File: src/rtl/intr_arb.sv
// ---------------------------------------------------------------------------
// intr_arb -- prioritised interrupt arbiter for a single CPU.
//
// Picks the highest-level eligible requester, presents its level (one-hot) and
// vector to the CPU and holds them until the CPU acknowledges at that level or
// the request is cancelled. After an acknowledge, a one-cycle HOLD gives the
// serviced source time to drop its request before arbitration resumes.
//
// Every output is a flop. On the edge that samples a winning request, the
// arbiter moves IDLE->PEND and loads the outputs. There is no combinational
// path from any src_* input to an output.
//
// Ports
//   clk            system clock, rising edge
//   reset          synchronous, active-high reset
//   src_req        level request, one bit per source
//   src_ipl        3-bit level per source, source i at [3i+2:3i]
//   src_vector     8-bit vector per source, source i at [8i+7:8i]
//   src_ack        one-cycle grant pulse to the serviced source
//   cpu_pri        current processor priority
//   interrupt      pending interrupt to the CPU
//   interrupt_ipl  one-hot level of the pending interrupt
//   vector         vector of the pending interrupt
//   ack_ipl        one-hot CPU acknowledge, bit n acknowledges level n
// ---------------------------------------------------------------------------
module intr_arb #(
  parameter int NSRC = 4
) (
  input  logic                clk,
  input  logic                reset,
  input  logic [NSRC-1:0]     src_req,
  input  logic [3*NSRC-1:0]   src_ipl,
  input  logic [8*NSRC-1:0]   src_vector,
  output logic [NSRC-1:0]     src_ack,
  input  logic [2:0]          cpu_pri,
  output logic                interrupt,
  output logic [7:0]          interrupt_ipl,
  output logic [7:0]          vector,
  input  logic [7:0]          ack_ipl
);

  typedef enum logic [1:0] {
    IDLE = 2'd0,
    PEND = 2'd1,
    HOLD = 2'd2
  } state_e;

  state_e          state_r;
  state_e          state_next_s;

  // Latched winner; a 3-bit index covers the full 2..8 source range.
  logic [2:0]      win_idx_r;
  logic [2:0]      win_ipl_r;
  logic [7:0]      win_vec_r;

  // Combinational arbitration result.
  logic [2:0]      best_idx_s;
  logic [2:0]      best_ipl_s;
  logic [7:0]      best_vec_s;

  logic            req_win_s;
  logic            ack_hit_s;
  logic            cancel_s;
  logic            latch_s;

  logic [NSRC-1:0] ack_next_s;
  logic            int_next_s;
  logic [7:0]      ipl_next_s;
  logic [7:0]      vec_next_s;

  // One-hot encoding of a 3-bit level.
  function automatic logic [7:0] ipl_onehot(input logic [2:0] ipl);
    return 8'd1 << ipl;
  endfunction

  // Highest-level eligible source. Scanning upward with a strict '>' keeps
  // the lowest index on ties. An eligible level is always above cpu_pri, so it
  // is at least 1; best_ipl_s == 0 therefore means no source is eligible.
  always_comb begin
    best_idx_s = 3'd0;
    best_ipl_s = 3'd0;
    best_vec_s = 8'd0;
    for (int i = 0; i < NSRC; i++) begin
      if (src_req[i] && (src_ipl[3*i +: 3] > cpu_pri) &&
          (src_ipl[3*i +: 3] > best_ipl_s)) begin
        best_idx_s = 3'(i);
        best_ipl_s = src_ipl[3*i +: 3];
        best_vec_s = src_vector[8*i +: 8];
      end else begin
        best_idx_s = best_idx_s;
      end
    end
  end

  // Current request level of the latched winner, and the one-hot ack mask
  // aimed at it.
  always_comb begin
    req_win_s = 1'b0;
    ack_next_s = '0;
    for (int i = 0; i < NSRC; i++) begin
      if (win_idx_r == 3'(i)) begin
        req_win_s     = src_req[i];
        ack_next_s[i] = 1'b1;
      end else begin
        ack_next_s[i] = 1'b0;
      end
    end
  end

  // Only the ack bit at the latched level counts; other bits are ignored.
  assign ack_hit_s = ack_ipl[win_ipl_r];
  assign cancel_s  = !req_win_s || (cpu_pri >= win_ipl_r);

  // Next-state logic. In PEND, acknowledge is tested before cancel, so an ack
  // wins when both happen in the same cycle.
  always_comb begin
    state_next_s = state_r;
    latch_s      = 1'b0;
    case (state_r)
      IDLE: begin
        if (best_ipl_s != 3'd0) begin
          state_next_s = PEND;
          latch_s      = 1'b1;
        end else begin
          state_next_s = IDLE;
        end
      end
      PEND: begin
        if (ack_hit_s) begin
          state_next_s = HOLD;
        end else if (cancel_s) begin
          state_next_s = IDLE;
        end else begin
          state_next_s = PEND;
        end
      end
      HOLD: begin
        state_next_s = IDLE;
      end
      default: begin
        state_next_s = IDLE;
      end
    endcase
  end

  // Next values of the registered outputs. The outputs show the winner only
  // while the next state is PEND.
  always_comb begin
    int_next_s = (state_next_s == PEND);
    ipl_next_s = 8'd0;
    vec_next_s = 8'd0;
    if (latch_s) begin
      ipl_next_s = ipl_onehot(best_ipl_s);
      vec_next_s = best_vec_s;
    end else if (state_next_s == PEND) begin
      ipl_next_s = ipl_onehot(win_ipl_r);
      vec_next_s = win_vec_r;
    end else begin
      ipl_next_s = 8'd0;
      vec_next_s = 8'd0;
    end
  end

  // State register, winner latch and registered outputs; reset overrides all.
  always_ff @(posedge clk) begin
    if (reset) begin
      state_r       <= IDLE;
      win_idx_r     <= 3'd0;
      win_ipl_r     <= 3'd0;
      win_vec_r     <= 8'd0;
      src_ack       <= '0;
      interrupt     <= 1'b0;
      interrupt_ipl <= 8'd0;
      vector        <= 8'd0;
    end else begin
      state_r <= state_next_s;
      if (latch_s) begin
        win_idx_r <= best_idx_s;
        win_ipl_r <= best_ipl_s;
        win_vec_r <= best_vec_s;
      end
      src_ack       <= ((state_r == PEND) && ack_hit_s) ? ack_next_s : '0;
      interrupt     <= int_next_s;
      interrupt_ipl <= ipl_next_s;
      vector        <= vec_next_s;
    end
  end

endmodule
File: config.mk
export PLATFORM = sky130hd
export DESIGN_NAME = intr_arb
export DESIGN_NICKNAME = d
export VERILOG_FILES = /design/src/rtl/intr_arb.sv
export SDC_FILE = /design/constraint.sdc
export NUM_CORES = 1
export LEC_CHECK = 0
export ABC_CLOCK_PERIOD_IN_PS = 12650
export BUFFER_PORTS_ARGS = -buffer_cell sky130_fd_sc_hd__buf_4
export CAP_MARGIN = 0
export CORE_MARGIN = 3
export CORE_UTILIZATION = 55
export CTS_CLUSTER_SIZE = 10
export DETAILED_ROUTE_END_ITERATION = 12
export PLACE_DENSITY = 0.85
export SLEW_MARGIN = 40
export SYNTH_ARGS = -nofsm -noshare
export SYNTH_HDL_FRONTEND = slang
export SYNTH_SLANG_ARGS = --single-unit
File: constraint.sdc
create_clock -name clk -period 12.65 [get_ports clk]
set_clock_uncertainty 0.15 [all_clocks]
set_input_delay 0 -clock clk [delete_from_list [all_inputs] [get_ports clk]]
set_output_delay 0 -clock clk [all_outputs]
set_load 0.05 [all_outputs]
# [Word level (Yosys, flattened, before mapping)]
# Cells that the tools add are included.
[word_totals] output_inout_bits=21 register_bits=37 inputBits=61
[classes] muxes=31 shifts=2 eq_ne=5 reduce_logical=15 order_cmp=10 bitwise_logic=1
[op_table] cell="two-way mux 8 bit" count=8
[op_table] cell="greater-than comparator 3 bit" count=7
[op_table] cell="two-way mux 3 bit" count=6
[op_table] cell="<< shifter 1 x 3 -> 8 bit (first input constant)" count=2
[op_table] cell="two-way mux 1 bit" count=14
[op_table] cell="logical AND 1 bit" count=9
[op_table] cell="equality test 3 x 2 -> 1 bit (second input constant)" count=2
[op_table] cell="equality test 2 x 1 -> 1 bit (second input constant)" count=2
[op_table] cell="less-than comparator 3 x 4 -> 1 bit (second input constant)" count=1
[op_table] cell="case mux 2 bit (2 select lines)" count=1
[op_table] cell="binary-select mux 1 bit (select 3 bit)" count=1
[op_table] cell="equality test 3 x 1 -> 1 bit (second input constant)" count=1
[op_table] cell=">= comparator 3 bit" count=1
[op_table] cell="greater-than comparator 3 x 1 -> 1 bit (second input constant)" count=1
[op_table] cell="logical NOT 3 bit" count=1
[op_table] cell="nonzero test 3 bit" count=1
[op_table] cell="logical NOT 2 bit" count=1
[op_table] cell="two-way mux 2 bit" count=1
[op_table] cell="OR reduction 2 bit" count=1
[op_table] cell="logical NOT 1 bit" count=1
[op_table] cell="logical OR 1 bit" count=1
[op_table] cell="inverter 1 bit" count=1

# [Depth between registers and ports, before layout]
[depth] ltp_word=19 mapped_depth=32 mapped_depth_nobuf=28

# [Least setup slack after synthesis]
# OpenSTA, ideal clock, no wires.
[synth_timing] path_type="input to register" from="input port cpu_pri[2]" to="register win_vec_r[7]" slack_ps=6412 path_buffers=4 stages=29 arrival_time_ps=6009 path_cell_list="inv_1 -> ha_1 -> and3_4 -> a211oi_4 -> nand2_1 -> ha_1 -> nand3b_1 -> a22o_1 -> nor2_2 -> mux2_2 -> ha_1 -> nand2_1 -> a211o_1 -> o211ai_1 -> a211o_1 -> buf_2 -> clkbuf_1 -> mux2_2 -> ha_1 -> nand3_1 -> nand3_1 -> a221oi_2 -> mux2i_1 -> a2111oi_0 -> a31oi_2 -> a31o_1 -> buf_2 -> buf_2 -> o211ai_1"
[synth_via] elab_chain_cells=16 elab_cells_between_ends=26 classes_between="order compare: 7; mux: 10; reduce/logical: 9"
[synth_rtl] element="start: declaration" line="35" rtl="input logic [2:0] cpu_pri,"
[synth_rtl] element="greater-than comparator 3 bit" line="84" rtl="if (src_req[i] && (src_ipl[3*i +: 3] > cpu_pri) &&"
[synth_rtl] element="logical AND 1 bit (2 in a row)" line="84"
[synth_rtl] element="two-way mux 3 bit" line="84"
[synth_rtl] element="greater-than comparator 3 bit" line="85" rtl="(src_ipl[3*i +: 3] > best_ipl_s)) begin"
[synth_rtl] element="logical AND 1 bit" line="84"
[synth_rtl] element="two-way mux 3 bit" line="84"
[synth_rtl] element="greater-than comparator 3 bit" line="85"
[synth_rtl] element="logical AND 1 bit" line="84"
[synth_rtl] element="two-way mux 3 bit" line="84"
[synth_rtl] element="greater-than comparator 3 bit" line="85"
[synth_rtl] element="logical AND 1 bit" line="84"
[synth_rtl] element="two-way mux 3 bit" line="84"
[synth_rtl] element="nonzero test 3 bit" line="121" rtl="if (best_ipl_s != 3'd0) begin"
[synth_rtl] element="two-way mux 1 bit" line="121"
[synth_rtl] element="two-way mux 1 bit" line="119" rtl="case (state_r)"
[synth_rtl] element="end signal: assignment" line="180" rtl="win_vec_r <= best_vec_s;"
[synth_rtl] element="end: declaration" line="54" rtl="logic [7:0] win_vec_r;"
# Parallel ways exist; a longest one is shown, timed or not.
# A chain may end at the register's enable or synchronous reset.

# [Worst setup path after layout]
[layout_timing] from="input port cpu_pri[2]" to="register win_vec_r[6]"
# The elaborated chain is that of the path after synthesis.

==> out/metrics.cfg <==
[detailed_routing]
drc=0
drt_wl_total_um=7545
drt_iter0_markers=264
wl_per_cell_um=17.23
vias=2779
via_per_inst=6.345
firstDrtPassIters=6
drtAntennaViolNets=0

[global_route]
grt_usage_pct=28.07
grt_pass1_vias=2536
grt_pass1_wl_um=11810
grt-ovfl-total=0
antenna_found_initial=0
grt_max_degree=22

[floorplanning]
core_area_mm2=0.004173
die_x_um=73.13
io_pins=82
initial_core_util_pct=59.40
dieHeight_um=73.13
num_rows=23
dieArea_mm2=0.005348

[layout]
drive_above_1_share_pct=27.32
syn2layout_area_growth_pct=35.64
diodes=0
fin_cells=438
final_nets=471

[clock_network]
clockRootBuffer=clkbuf_8
clk_pin_slew_ns=0.08
clk_latency_ns=0.30
cts_tree=yes
clkSinkCount=36
postCtsSetupRepairBufs=0
ctsHtreeMaxLevel=2
cts_buffers=5
cts_buffer_depth=2

[place]
gp_congestion=0.8766
dp.cells=413
dp_hpwl_um=5244
io_buffers=81

[pwr]
cellLeakagePower_uw=0.001469
power.ir.vdd_worst_uv=63.62
power_uw=411.0
p_per_area_mw_per_mm2=122.3

[critical_path]
cp-end-kind=flop
worst-setup-path-type=input pin to flop
start_kind=input pin
rr_startpoint=win_ipl_r[0]$_SDFFE_PP0P_
crit_start=cpu_pri[2]
crit_fanout=21
arrival_ns=7.54
required_ns=12.65

[hold_path]
worstHoldStart=src_vector[26]
hold_path_class=input pin to flop

[outcome]
status=finished, final reports clean

[timing]
max_clock_freq_mhz=132.6
worst_slew_pin_slew_ns=0.8117
final_hold_viol_count=0
holdWs_ns=0.002322
setup_tns_ns=0
period_minus_slack_ns=7.541
post-route-period-util_pct=59.61
rsz0062_at_grt=false
slew-limit-headroom_pct=45.71
drv_slew=0
finalSetupViolCount=0

[logic_synthesis]
syn_area_mm2=0.002479
syn-instance-count=295
ys_async_sr_fraction_pct=0
syn_avg_cell_area_um2=8.402
synth_flop_cell=dfxtp_1
synth_edf_count=0
ys_seq_elements=36
yosys_warnings=0
post_synth_num_cell_types=51
synth_fp_nets=379
seq_area_frac_synth_pct=29.08

[run]
drv_cap=0

==> layout make-up <==
class                      count  area [um2]
multi-input combinational    226        1630
timing repair buffer         100       793.3
clock buffer                   5       68.82
clock inverter                 3       18.77
fill                         282       810.8
sequential                    36       720.7
inverter                      18       67.56
tap                           50       62.56
==> worst paths after layout <==
path | end | slack, ns | cells past startpoint
worst min-delay path | win_vec_r[2]$_SDFFE_PP0P_ | 0.002 | 3
worst min register to register | vector[2]$_SDFF_PP0_ | 0.30 | 2
worst max register to register | vector[1]$_SDFF_PP0_ | 10.18 | 6
worst max-delay path | win_vec_r[6]$_SDFFE_PP0P_ | 5.11 | 26
==> cells in the final DEF (no fill, tap or decap), drive strengths merged, types with 4 or more instances in the layout <==
cell and count:
o211ai 12, o21ai 17, o32ai 5, nor2 13
nand3 12, dlygate4sd3 17, a31oi 4, and3 5
ha 23, mux2i 5, nand2 36, dfxtp 36
inv 18, or3 4, clkbuf 5, buf 83
o221ai 8, a21oi 6, nand2b 6, nor2b 12
a221oi 12, nand4 9
==> synthesized netlist by cell type, types with 2 or more instances <==
library cell / count / area share [%]
nand2b_1: 6 / 1.5
buf_1: 2 / 0.30
mux4_2: 3 / 2.7
o32ai_1: 5 / 1.8
a31oi_1: 3 / 0.76
mux2_2: 3 / 1.4
dfxtp_1: 36 / 29
clkbuf_1: 10 / 1.5
o22ai_1: 3 / 0.76
or3_1: 4 / 1.0
inv_1: 18 / 2.7
o21ai_1: 13 / 2.6
ha_1: 23 / 12
a21oi_1: 6 / 1.2
mux2i_1: 5 / 2.0
o221ai_1: 8 / 2.8
nand2_1: 36 / 5.5
nand3_1: 12 / 2.4
nand4_1: 9 / 2.3
a221o_1: 2 / 0.81
buf_2: 3 / 0.61
a211oi_1: 2 / 0.61
o21ai_0: 4 / 0.81
a221oi_1: 11 / 3.9
and2_1: 2 / 0.50
o211ai_1: 11 / 3.3
a211o_1: 2 / 0.71
nand3b_1: 3 / 0.91
nor2_1: 12 / 1.8
and3_1: 4 / 1.0
nor2b_1: 12 / 3.0
nor3_1: 2 / 0.40
or2_2: 2 / 0.50
==> stage by stage <==
stage / utilization (%) / cell area, um2 / setup slack [ns]
after floorplan: - / 2479 / 6.412
after global placement: 74.21 / 3097 / 4.970
after detailed placement: 74.39 / 3104 / 5.102
after CTS: 80.57 / 3362 / 5.381
after global routing: 80.57 / 3362 / 4.645
final: 80.57 / 3362 / 5.109
==> power by group <==
group | internal, uW | switching (uW) | leakage [uW]
clock | 38.3 | 41.5 | 0.0000479
sequential | 131 | 10.3 | 0.000293
combinational | 77.6 | 112 | 0.00113
total | 247 | 164 | 0.00147
==> logic make-up after synthesis <==
logic type / Yosys count / synth area share [%]
and+or+nand+nor: 107 / 21.86
AOI/OAI and AO/OA: 85 / 26.20
DFF: 36 / 29.08
buffers and inverters: 33 / 5.149
adders and majority gates: 23 / 11.61
muxes: 11 / 6.108
==> flip-flops by register name (all words and copies together), names as in the netlist <==
| name | cells |
|---|---|
| interrupt | 1 |
| win_ipl_r | 3 |
| interrupt_ipl | 8 |
| win_vec_r | 8 |
| state_r | 2 |
| vector | 8 |
| src_ack | 4 |
| win_idx_r | 2 |
==> worst max-delay path: stages <==
cell and delay (ns):
buf_4 0.12, inv_1 0.14, ha_1 0.29, and3_4 0.20
a211oi_4 0.34, nand2_1 0.12, ha_1 0.33, nand3b_1 0.12
a22o_1 0.25, nor2_2 0.44, mux2_2 0.43, ha_1 0.28
nand2_1 0.10, a211o_1 0.28, o211ai_1 0.29, a211o_1 0.56
mux2_2 0.41, ha_1 0.28, nand3_1 0.09, nand3_1 0.12
a221oi_2 0.47, mux2i_1 0.26, a2111oi_0 0.10, a31oi_2 0.68
a31o_1 0.64, o211ai_1 0.21
==> layer usage <==
metal,vias up,track usage [%],wire length (um)
met5,-,0,0
met4,0,10.86,218
met3,21,5.785,594
met2,167,48.46,3794
met1,1281,33.84,2938
li1,1310,-,-
==> what timing repair did <==
action | CTS | global route
hold buffers | 17 | 0
gates resized for setup | 0 | 0
endpoints found under the setup margin | 0 | 0
hold endpoints to repair | 19 | 0
Power figures use the tool's default switching activity.
